$ cat config.mk
export PLATFORM = sky130hd
export DESIGN_NAME = sram_arbiter_2port
export DESIGN_NICKNAME = d
export VERILOG_FILES = /design/src/rtl/sram_arbiter_2port_pkg.sv /design/src/rtl/sram_arb_pick.sv /design/src/rtl/sram_arbiter_2port.sv
export SDC_FILE = /design/constraint.sdc
export NUM_CORES = 1
export LEC_CHECK = 0
export BUFFER_PORTS_ARGS = -buffer_cell sky130_fd_sc_hd__buf_2
export CAP_MARGIN = 25
export CORE_AREA = 2 2 94 96
export DETAILED_ROUTE_END_ITERATION = 6
export DIE_AREA = 0 0 96 98
export SLEW_MARGIN = 20
export SYNTH_ARGS = -nofsm -noshare
export SYNTH_HDL_FRONTEND = slang
export SYNTH_SLANG_ARGS = --single-unit
$ cat constraint.sdc
create_clock -name clk -period 5.6 [get_ports clk]
set_input_delay 1.12 -clock clk [delete_from_list [all_inputs] [get_ports clk]]
set_output_delay 1.12 -clock clk [all_outputs]
set_load 0.05 [all_outputs]
$ cat src/rtl/sram_arbiter_2port_pkg.sv
// -----------------------------------------------------------------------------
// sram_arbiter_2port_pkg
// Purpose : Shared constants for the two-port SRAM arbiter slice.
// Contents: PORT_P0 / PORT_P1 - 1-bit requester indices used for winner,
//           owner, last-grant and read-return routing.
// Config  : SRAM_ARB_ROUND_ROBIN_EN (see sram_arbiter_2port) does not affect
//           this package.
// -----------------------------------------------------------------------------
package sram_arbiter_2port_pkg;

    localparam logic PORT_P0 = 1'b0;
    localparam logic PORT_P1 = 1'b1;

endpackage

$ cat src/rtl/sram_arb_pick.sv
// -----------------------------------------------------------------------------
// sram_arb_pick
// Purpose : Combinational winner select for the two-port SRAM arbiter.
// Ports   : req_i         - request vector, bit N = port N
//           owner_valid_i - a port currently holds the lock
//           owner_i       - index of the locking port
//           last_gnt_i    - port granted most recently (round-robin build only)
//           gnt_oh_o      - one-hot (or zero) grant, before reset masking
// Config  : SRAM_ARB_ROUND_ROBIN_EN defined -> contention goes to the port not
//           granted most recently; undefined -> p0 always wins contention.
// -----------------------------------------------------------------------------
module sram_arb_pick
    import sram_arbiter_2port_pkg::*;
(
    input  logic [1:0] req_i,
    input  logic       owner_valid_i,
    input  logic       owner_i,
`ifdef SRAM_ARB_ROUND_ROBIN_EN
    input  logic       last_gnt_i,
`endif
    output logic [1:0] gnt_oh_o
);

    always_comb begin
        // NOTE: default assigned first so every path drives gnt_oh_o; a missed
        // branch in always_comb would otherwise infer a latch.
        gnt_oh_o = 2'b00;
        if (owner_valid_i) begin
            // Locked: only the owner can win; the other port stalls even if
            // the owner is idle this cycle.
            gnt_oh_o[owner_i] = req_i[owner_i];
        end else if (req_i == 2'b11) begin
`ifdef SRAM_ARB_ROUND_ROBIN_EN
            gnt_oh_o = (last_gnt_i == PORT_P0) ? 2'b10 : 2'b01;
`else
            gnt_oh_o = 2'b01;
`endif
        end else begin
            gnt_oh_o = req_i;
        end
    end

endmodule

$ cat src/rtl/sram_arbiter_2port.sv
// -----------------------------------------------------------------------------
// sram_arbiter_2port
// Purpose : Shares one single-ported synchronous SRAM (active-low controls,
//           1-cycle read latency) between two requesters. Grants are
//           combinational, the RAM address phase is the grant cycle, and read
//           data returns to the issuing port exactly one cycle later.
// Ports   : clk, rst (synchronous, active high)
//           pN_req/we/be/addr/wdata/lock (in)  - request from port N (N=0,1)
//           pN_gnt (out)                       - request accepted this cycle
//           pN_rvalid/rdata (out)              - read return for port N
//           sram_cs_n/we_n/be_n/addr/wdata     - RAM address phase (out)
//           sram_rdata (in)                    - RAM read data
// Config  : SRAM_ARB_ROUND_ROBIN_EN - round-robin on contention (adds last_gnt);
//           default build is fixed priority with p0 winning.
// -----------------------------------------------------------------------------
module sram_arbiter_2port
    import sram_arbiter_2port_pkg::*;
#(
    parameter  int unsigned WIDTH = 32,
    parameter  int unsigned DEPTH = 512,
    localparam int unsigned AW    = $clog2(DEPTH),
    localparam int unsigned BW    = WIDTH / 8
) (
    input  logic             clk,
    input  logic             rst,

    input  logic             p0_req,
    output logic             p0_gnt,
    input  logic             p0_we,
    input  logic [BW-1:0]    p0_be,
    input  logic [AW-1:0]    p0_addr,
    input  logic [WIDTH-1:0] p0_wdata,
    input  logic             p0_lock,
    output logic             p0_rvalid,
    output logic [WIDTH-1:0] p0_rdata,

    input  logic             p1_req,
    output logic             p1_gnt,
    input  logic             p1_we,
    input  logic [BW-1:0]    p1_be,
    input  logic [AW-1:0]    p1_addr,
    input  logic [WIDTH-1:0] p1_wdata,
    input  logic             p1_lock,
    output logic             p1_rvalid,
    output logic [WIDTH-1:0] p1_rdata,

    output logic             sram_cs_n,
    output logic             sram_we_n,
    output logic [BW-1:0]    sram_be_n,
    output logic [AW-1:0]    sram_addr,
    output logic [WIDTH-1:0] sram_wdata,
    input  logic [WIDTH-1:0] sram_rdata
);

    logic [1:0]       req;
    logic [1:0]       gnt_oh;
    logic [1:0]       gnt;
    logic             xfer;
    logic             sel;
    logic             sel_we;
    logic             sel_lock;
    logic [BW-1:0]    sel_be;

    logic             rd_pend_q,     rd_pend_d;
    logic             rd_port_q,     rd_port_d;
    logic             owner_valid_q, owner_valid_d;
    logic             owner_q,       owner_d;
`ifdef SRAM_ARB_ROUND_ROBIN_EN
    logic             last_gnt_q,    last_gnt_d;
`endif

    assign req = {p1_req, p0_req};

    sram_arb_pick u_pick (
        .req_i         (req),
        .owner_valid_i (owner_valid_q),
        .owner_i       (owner_q),
`ifdef SRAM_ARB_ROUND_ROBIN_EN
        .last_gnt_i    (last_gnt_q),
`endif
        .gnt_oh_o      (gnt_oh)
    );

    assign gnt    = rst ? 2'b00 : gnt_oh;
    assign p0_gnt = gnt[PORT_P0];
    assign p1_gnt = gnt[PORT_P1];
    assign xfer   = |gnt;

    // Winner index; with no grant this falls back to p0 so the idle address
    // and write-data buses follow p0 instead of toggling.
    assign sel      = gnt[PORT_P1];
    assign sel_we   = sel ? p1_we   : p0_we;
    assign sel_lock = sel ? p1_lock : p0_lock;
    assign sel_be   = sel ? p1_be   : p0_be;

    assign sram_addr  = sel ? p1_addr  : p0_addr;
    assign sram_wdata = sel ? p1_wdata : p0_wdata;
    assign sram_cs_n  = !xfer;
    assign sram_we_n  = !(xfer && sel_we);
    assign sram_be_n  = xfer ? ~sel_be : {BW{1'b1}};

    always_comb begin
        rd_pend_d     = xfer && !sel_we;
        rd_port_d     = sel;
        owner_valid_d = owner_valid_q;
        owner_d       = owner_q;
        if (owner_valid_q && !req[owner_q]) begin
            // Owner let go of req: release at end of this (stalled) cycle.
            owner_valid_d = 1'b0;
        end else if (xfer) begin
            // Any grant re-evaluates ownership from the winner's lock bit;
            // a lock from the losing port is never looked at.
            owner_valid_d = sel_lock;
            owner_d       = sel;
        end
`ifdef SRAM_ARB_ROUND_ROBIN_EN
        last_gnt_d = xfer ? sel : last_gnt_q;
`endif
    end

    always_ff @(posedge clk) begin
        // NOTE: non-blocking assignments so every flop samples pre-edge values
        // regardless of statement order.
        if (rst) begin
            rd_pend_q     <= 1'b0;
            rd_port_q     <= PORT_P0;
            owner_valid_q <= 1'b0;
            owner_q       <= PORT_P0;
`ifdef SRAM_ARB_ROUND_ROBIN_EN
            last_gnt_q    <= PORT_P0;
`endif
        end else begin
            rd_pend_q     <= rd_pend_d;
            rd_port_q     <= rd_port_d;
            owner_valid_q <= owner_valid_d;
            owner_q       <= owner_d;
`ifdef SRAM_ARB_ROUND_ROBIN_EN
            last_gnt_q    <= last_gnt_d;
`endif
        end
    end

    // Gating with rst drops a read whose return cycle coincides with reset.
    assign p0_rvalid = rd_pend_q && (rd_port_q == PORT_P0) && !rst;
    assign p1_rvalid = rd_pend_q && (rd_port_q == PORT_P1) && !rst;
    assign p0_rdata  = sram_rdata;
    assign p1_rdata  = sram_rdata;

endmodule
==> metrics <==
Die Area=9410 um^2; Total Wirelength=3.94 mm; max-cap viol count=0; Die Wd=96 um; Setup Crit Path Kind=in -> out; slowest stage delay, CP=1.04 ns; final routed DRC violation total=0; Final Hold Fails=0; Pleak=0.000953 uW; final core utilization=20.0%; Seq/Total Area, Yosys=6.24%; footprint of the multi-input gates=667 um^2; Slowest-stage cell, CP=or4b_2; via count=1226; Synth warnings=0; Core ar.=8470 um^2; critical path cell sequence=buf_2, nor2b_1, or4b_2, buf_4, mux2_2, nand2_1, buf_2; worst min-delay path class=reg -> reg; period utilization=81.3%; clock tree buffer depth=2; clk sink count=4; # fillers=954; Worst VDD drop=0.0000352 V; most used cells in the layout excluding fill and tap cells=148 x buf_2, 38 x mux2_2, 7 x mux2_4; Setup Buffers After CTS=0; CP max FO=29; area grow syn2layout=31.8%; number of I/O port buffers=148; First DRT Iteration DRCs=27; Post-Synthesis Net Count=274; Synth top area share=37.5%; initial antenna violation count=0; DP HPWL=3.50 mm; WP data arrival=3.43 ns; # rows=34; GRT Total Usage=7.20%; Slew @ Worst Pin=0.828 ns; most common cell after layout, fill and taps aside=buf_2; total CTS buffers=3; Die Ht=98 um; Cell Area, Synth=1280 um^2; Routed wire per std cell=11.8 um; Max Slew Vio Count=0; setup violators final=0; CTS H-tree depth=1; Netlist cell types=20; PwrDens=175 nW/um^2; crit end category=output port; Worst-Skew Late Latency=0.21 ns; register area=80.1 um^2; Initial Utilization=15.1%; top post-synthesis cells by area=buf_4 37%, mux2_2 33%, mux2_4 8.2%; Clk pin slew, worst setup/hold paths=0.03 ns; status=completed; vias in the first global route=1148; clock root cell=clkbuf_8; grt ovf=0; largest net degree at the start of global routing=30; Synth Instances=144; CP Launch Type=input pin; First-pass DRT Iterations=4; RSZ-0062 raised after global routing=no; average size of a mapped cell=8.91 um^2; TritonCTS clock tree=done; Nets=358; global-route wire length before repair=5.35 mm; fin crit period=4.55 ns; post-synthesis register bit count=4; cell taking the most area after synthesis=buf_4; share of cells above drive strength 1=88.1%; Clock Skew=0.00174 ns; WP data required=4.48 ns; ant diodes=0; CTS resizes=0; post-route ant nets=0; Rel. slew slack=44.8%; Top cell by count, worst path=buf_2; f_max=220 MHz; GP Congestion=0.656; setup TNS=0 ns; vias per cell=3.67; # IOs=245; number of buffers inserted by hold repair at cts=0
==> sequential cells by signal (all words and copies together) (netlist names) <==
| signal | cells |
|---|---|
| rd_pend_q | 1 |
| rd_port_q | 1 |
| owner_valid_q | 1 |
| owner_q | 1 |
==> worst max-delay path, delay by kind of cell <==
kind / cells / cell delay (ns)
buffers and inverters: 3 / 0.76
multiplexers: 1 / 0.29
AND/OR/NAND/NOR: 3 / 1.24
==> path summary, 6_finish.rpt <==
| path | from | end | slack, ns | depth (start not counted) |
|---|---|---|---|---|
| worst max-delay path | p0_req | sram_be_n[1] | 1.05 | 7 |
| worst min-delay path | owner_q | owner_q | 0.58 | 2 |
| worst max register to register | owner_valid_q | rd_pend_q | 3.51 | 4 |
| worst min register to register | owner_q | owner_q | 0.58 | 2 |
==> synth_stat cells <==
| cell type | instances |
|---|---|
| a21oi_1 | 1 |
| buf_2 | 3 |
| nand2_1 | 4 |
| mux2_4 | 7 |
| buf_4 | 64 |
| mux2i_1 | 3 |
| clkbuf_1 | 1 |
| nor3_1 | 1 |
| nor3b_1 | 1 |
| and3b_1 | 1 |
| mux2_2 | 38 |
| nor2b_1 | 2 |
| nor2_1 | 2 |
| inv_1 | 5 |
| or4b_1 | 1 |
| dfxtp_1 | 4 |
| nand2b_1 | 1 |
| buf_6 | 2 |
| and2_1 | 1 |
| a211oi_1 | 2 |
==> final cells by class <==
class | count | area share, %
Clock buffer | 3 | 2.44
Inverter | 5 | 1.11
Multi-Input combinational cell | 65 | 39.5
Sequential cell | 4 | 4.74
Tap cell | 108 | 7.99
Timing Repair Buffer | 149 | 44.3
==> layer usage <==
metal	part of all wire (%)	GRT usage [%]	vias to the layer above
li1	-	-	584
met1	33	6.44	537
met2	54	14.2	83
met3	11	2.16	22
met4	2.7	3.19	0
met5	0	0	-
==> metrics by stage <==
stage          cells  setup WS (ns)  hold slack (ns)  cell area [um^2]  total power [uW]
3_3_place_gp     331           1.07            0.547              1640               236
4_1_cts          334           1.02            0.585              1690               301
2_1_floorplan    144           1.88            0.519              1280               302
5_1_grt          334          0.927            0.613              1690               311
3_5_place_dp     331           1.02            0.577              1640               240
6_report         334           1.05            0.584              1690               296
==> power by group <==
part | internal (uW) | switching, uW | total [uW]
Clock | 45.7 | 13.3 | 58.9
Sequential | 30.6 | 1.54 | 32.1
Combinational | 71.3 | 134 | 205
Total | 147 | 149 | 296
==> logic make-up (layout without fill, tap and decap cells) <==
logic type / count (synthesis) / count (layout) / share of synthesized area [%]
and+or+nand+nor: 14 / 14 / 6.15
buffers and inverters: 75 / 157 / 42.1
muxes: 48 / 48 / 43.9
AOI/OAI and AO/OA: 3 / 3 / 1.56
DFF: 4 / 4 / 6.24
(Power assumes the default switching activity.)
